===== config.mk =====
export PLATFORM = sky130hd
export DESIGN_NAME = id_ex_stage
export DESIGN_NICKNAME = d
export VERILOG_FILES = /design/src/rtl/id_ex_stage.sv
export SDC_FILE = /design/constraint.sdc
export NUM_CORES = 1
export LEC_CHECK = 0
export CAP_MARGIN = 20
export CORE_UTILIZATION = 46
export DETAILED_ROUTE_END_ITERATION = 8
export PLACE_DENSITY = 0.87
export SLEW_MARGIN = 10
export SYNTH_ARGS = -nofsm -noshare
export SYNTH_HDL_FRONTEND = slang
export SYNTH_SLANG_ARGS = --single-unit

===== constraint.sdc =====
create_clock -name clk -period 4.22 [get_ports clk]
set_clock_uncertainty 0.05 [all_clocks]
set_input_delay 0.844 -clock clk [delete_from_list [all_inputs] [get_ports clk]]
set_output_delay 0.844 -clock clk [all_outputs]
set_load 0.01 [all_outputs]

===== src/rtl/id_ex_stage.sv =====
// ID/EX pipeline register with load-use hazard stall. One-cycle latency; optional HAZARD_STATS_EN adds event counters.
// Backpressure: Stall_ID (combinational) holds PC/IF-ID for one cycle on a load-use hazard; hold_i freezes all state.
module id_ex_stage #(
   parameter int DATA_W  = 32,
   parameter int ALUOP_W = 4
) (
   input  logic               clk,
   input  logic               rst_n,
   input  logic               hold_i,
   input  logic               flush_i,
   input  logic               Valid_ID,
   input  logic [4:0]         RsAddr_ID,
   input  logic [4:0]         RtAddr_ID,
   input  logic [4:0]         RdAddr_ID,
   input  logic               UsesRt_ID,
   input  logic               RegWrite_ID,
   input  logic               MemRead_ID,
   input  logic               MemWrite_ID,
   input  logic               MemtoReg_ID,
   input  logic               ALUSrc_ID,
   input  logic [ALUOP_W-1:0] ALUOp_ID,
   input  logic [DATA_W-1:0]  RsData_ID,
   input  logic [DATA_W-1:0]  RtData_ID,
   input  logic [DATA_W-1:0]  Imm_ID,
   output logic               Valid_EX,
   output logic [4:0]         RsAddr_EX,
   output logic [4:0]         RtAddr_EX,
   output logic [4:0]         RdAddr_EX,
   output logic               RegWrite_EX,
   output logic               MemRead_EX,
   output logic               MemWrite_EX,
   output logic               MemtoReg_EX,
   output logic               ALUSrc_EX,
   output logic [ALUOP_W-1:0] ALUOp_EX,
   output logic [DATA_W-1:0]  RsData_EX,
   output logic [DATA_W-1:0]  RtData_EX,
   output logic [DATA_W-1:0]  Imm_EX,
   output logic               Stall_ID
`ifdef HAZARD_STATS_EN
   ,
   output logic [31:0]        StallCnt,
   output logic [31:0]        FlushCnt,
   output logic [31:0]        HoldCnt
`endif
);

   logic srcMatch;
   logic hazard;
   logic loadBubble;

   assign srcMatch   = (RdAddr_EX == RsAddr_ID) | (UsesRt_ID & (RdAddr_EX == RtAddr_ID));
   assign hazard     = Valid_EX & MemRead_EX & (RdAddr_EX != 5'd0) & Valid_ID & srcMatch;
   assign Stall_ID   = hazard & ~hold_i & ~flush_i;
   assign loadBubble = flush_i | hazard;

   always_ff @(posedge clk or negedge rst_n) begin
      if (!rst_n) begin
         Valid_EX    <= 1'b0;
         RsAddr_EX   <= '0;
         RtAddr_EX   <= '0;
         RdAddr_EX   <= '0;
         RegWrite_EX <= 1'b0;
         MemRead_EX  <= 1'b0;
         MemWrite_EX <= 1'b0;
         MemtoReg_EX <= 1'b0;
         ALUSrc_EX   <= 1'b0;
         ALUOp_EX    <= '0;
         RsData_EX   <= '0;
         RtData_EX   <= '0;
         Imm_EX      <= '0;
      end else if (!hold_i) begin
         if (loadBubble) begin
            // Zero addresses keep the EX forwarding comparators from matching a bubble.
            Valid_EX    <= 1'b0;
            RsAddr_EX   <= '0;
            RtAddr_EX   <= '0;
            RdAddr_EX   <= '0;
            RegWrite_EX <= 1'b0;
            MemRead_EX  <= 1'b0;
            MemWrite_EX <= 1'b0;
            MemtoReg_EX <= 1'b0;
            ALUSrc_EX   <= 1'b0;
            ALUOp_EX    <= '0;
            RsData_EX   <= '0;
            RtData_EX   <= '0;
            Imm_EX      <= '0;
         end else begin
            Valid_EX    <= Valid_ID;
            RsAddr_EX   <= RsAddr_ID;
            RtAddr_EX   <= RtAddr_ID;
            RdAddr_EX   <= RdAddr_ID;
            RegWrite_EX <= RegWrite_ID & Valid_ID;
            MemRead_EX  <= MemRead_ID  & Valid_ID;
            MemWrite_EX <= MemWrite_ID & Valid_ID;
            MemtoReg_EX <= MemtoReg_ID & Valid_ID;
            ALUSrc_EX   <= ALUSrc_ID   & Valid_ID;
            ALUOp_EX    <= ALUOp_ID;
            RsData_EX   <= RsData_ID;
            RtData_EX   <= RtData_ID;
            Imm_EX      <= Imm_ID;
         end
      end
   end

`ifdef HAZARD_STATS_EN
   always_ff @(posedge clk or negedge rst_n) begin
      if (!rst_n) begin
         StallCnt <= '0;
         FlushCnt <= '0;
         HoldCnt  <= '0;
      end else begin
         if (Stall_ID)           StallCnt <= StallCnt + 32'd1;
         if (flush_i && !hold_i) FlushCnt <= FlushCnt + 32'd1;
         if (hold_i)             HoldCnt  <= HoldCnt + 32'd1;
      end
   end
`endif

endmodule


==> metrics, run 1 <==
initial antenna violation count 0; Diodes inserted 0; Min-Delay Path Class input pin to async pin; Yosys reg bits 121; All-Layer GR Usage roughly 28%; Final #Nets roughly 910; area leader, netlist dfrtp_1; Routed Antenna Nets 0; Slew HR 46.23%; fmax 0.2653 GHz; number of DRC markers in iteration 0 467; Die X-Extent roughly 110 um; final-report max-slew violation count 0; Yosys Warn Count 0; top cell type's share of synthesized area 53.59%; Clock Sinks ~120; syn nets 701; Final min period roughly 3.8 ns; CP dominant cell by count clkdlybuf4s50_1; cell count after synthesis 575; number of port buffers 247; Reg clk slew, reported paths around 0.050 ns; unrepaired setup endpoints after global routing false; DIE HEIGHT about 110 um; Critical Path Fanout Max 3; CTS max path bufs 2; Gates resized, CTS repair 0; post-DP HPWL 11310 um; Setup violations, final 0; syn_area_per_cell 9.827 um^2; GR Overflow Total 0; Critical Path Source Type input pin; PD cells around 440 nW/um^2; vias in the first global route 5615; worst path required time 3.33 ns; Distinct cells, synth 19; drt drc 0; WP data arrival 2.88 ns; CTS tree done; CP Cell Sequence clkdlybuf4s50_1 > xnor2_1 > nand4_1 > o22ai_4 > nor4b_1 > clkdlybuf4s50_1; setup bufs post-CTS 0; routed length per instance 18.72 um; element type at the critical path end output pin; H-tree depth 4; setup slack after layout approximately 0.45 ns; fillcell total 848; final hold violations 0; P&R area growth vs syn 56.60%; Pre-antenna DRT Iters 6; WS Path Type input pin to output pin; row count 40; max incr delay on CP 0.60 ns; GP Congestion 0.8872; share of cells above drive strength 1 6.015%; Worst-Skew Late Latency 0.41 ns; fin crit share 89.33%; outcome completed; max cap viols 0; root buffer cell clkbuf_16; Post-CTS Hold Buffers 0; final wirelength 17690 um; Vias about 5.8k; first-pass GRT wire length roughly 28000 um; top cells by area, synth dfrtp_1 54%, a32oi_1 18%, o21ai_1 8.1%; Fin Setup TNS 0 ns; pin count of the biggest net entering global routing 122; TritonCTS Buffers 17; die area 12730 um^2; Slew @ Worst Pin slightly above 0.8 ns; Post-Synthesis Cell Area 5650 um^2; initial core utilization 47.04%; vias per cell 6.096; pre-CTS setup slack 0.4737 ns; Critical-path top delay cell clkdlybuf4s50_1; P_leak 3.403 nW; Seq/Total Area, Yosys 53.59%; floorplan core area 12010 um^2; VDD IR max 285.2 uV; # IOs 248
-- sequential cells by signal, summed over array words and instances, names as in the netlist --
signal and cells:
RsData_EX 32, RsAddr_EX 5, ALUSrc_EX 1, Imm_EX 32, ALUOp_EX 4, MemRead_EX 1, RtAddr_EX 5, RegWrite_EX 1
MemtoReg_EX 1, MemWrite_EX 1, RdAddr_EX 5, Valid_EX 1, RtData_EX 32
-- power by group --
group          total (mW)  internal, mW  switching, mW
logic               0.852         0.468          0.384
registers            1.41          1.31          0.101
clock network        1.66          1.16          0.502
-- cell usage after synthesis (all sizes together) --
library cell,number
a22oi,5
a32oi,116
and3,5
buf,14
clkbuf,53
dfrtp,121
nand2,118
nand3,6
nand4,1
nor2,1
nor4b,1
o2111ai,1
o21ai,121
o22ai,1
or4,1
xnor2,10
-- worst max-delay path, delay by kind of cell --
family                    cells  cell delay (ns)
AOI/OAI and AO/OA             1             0.20
xor gates and xnor gates      1             0.25
buffers and inverters         2             1.08
and+or+nand+nor               2             0.49
-- metal layers --
metal / GRT usage [%] / up-vias / share of wire (%)
met5: 0 / - / 0
met4: 15.64 / 0 / 3.6
met3: 7.874 / 47 / 7.7
met2: 47.57 / 302 / 50
met1: 33.05 / 2799 / 39
li1: - / 2613 / -
-- layout make-up --
cell class | count | area [um^2] | area share, %
repair buffers | 259 | 2628 | 29.69
flip-flops and latches | 121 | 3028 | 34.22
well taps | 147 | 183.9 | 2.079
multi-input cells | 387 | 2331 | 26.34
clock inverters | 14 | 252.7 | 2.856
clock buffers | 17 | 425.4 | 4.808
-- kinds of logic (layout without fill, tap and decap cells) --
| logic type | count (synthesis) | after routing | synth area share, % |
|---|---|---|---|
| buf+inv | 67 | 290 | 5.735 |
| simple gates | 133 | 133 | 9.389 |
| compound gates | 244 | 244 | 29.74 |
| xor+xnor | 10 | 10 | 1.550 |
| flops | 121 | 121 | 53.59 |
-- through the flow --
stage | power (mW) | cell area [um^2] | hold WS, ns | cells | utilization (%)
final | 3.920 | 8848 | 0.3061 | 945 | 73.67
after global routing | 4.079 | 8848 | 0.3193 | 945 | 73.67
after CTS | 3.941 | 8781 | 0.4459 | 942 | 73.10
after detailed placement | 2.261 | 8103 | 0.4324 | 911 | 67.46
after global placement | 2.230 | 8103 | 0.4227 | 911 | 67.46
after floorplan | 1.726 | 5650 | 0.4745 | 575 | -
-- path summary, 6_finish.rpt --
kind / from / slack, ns / to / depth (start not counted)
min in group clk: ALUOp_EX[3] / 0.44 / ALUOp_EX[3] / 2
max reg2reg: RdAddr_EX[2] / 1.53 / RtData_EX[18] / 6
max: RtAddr_ID[2] / 0.45 / Stall_ID / 6
min: rst_n / 0.31 / RsData_EX[27] / 1
min reg2reg: ALUOp_EX[3] / 0.44 / ALUOp_EX[3] / 2
max in group asynchronous: rst_n / 2.81 / Imm_EX[26] / 3
-- placed cells by master (no fill, tap or decap) --
cell type,instances
a22oi_1,5
clkbuf_16,17
buf_12,4
and3_1,5
nand2_1,118
o22ai_4,1
o2111ai_4,1
clkinv_2,4
clkinvlp_4,3
dfrtp_1,121
nor4b_1,1
o21ai_1,91
nor2_4,1
nand4_1,1
clkdlybuf4s50_1,245
o21ai_0,30
buf_4,9
bufinv_16,7
a32oi_1,116
or4_1,1
buf_16,1
nand3_1,6
xnor2_1,10
Note: power is estimated with default switching activity, not from simulation.
==> inputs of run 2 (changes only) <==
--- a/config.mk
+++ b/config.mk
@@ -7,6 +7,7 @@
 export LEC_CHECK = 0
 export CAP_MARGIN = 20
 export CORE_UTILIZATION = 46
+export CTS_CLUSTER_SIZE = 40
 export DETAILED_ROUTE_END_ITERATION = 8
 export PLACE_DENSITY = 0.87
 export SLEW_MARGIN = 10
==> results of run 2 <==
The final DEF is identical to that of run 1; final timing and power are the same.
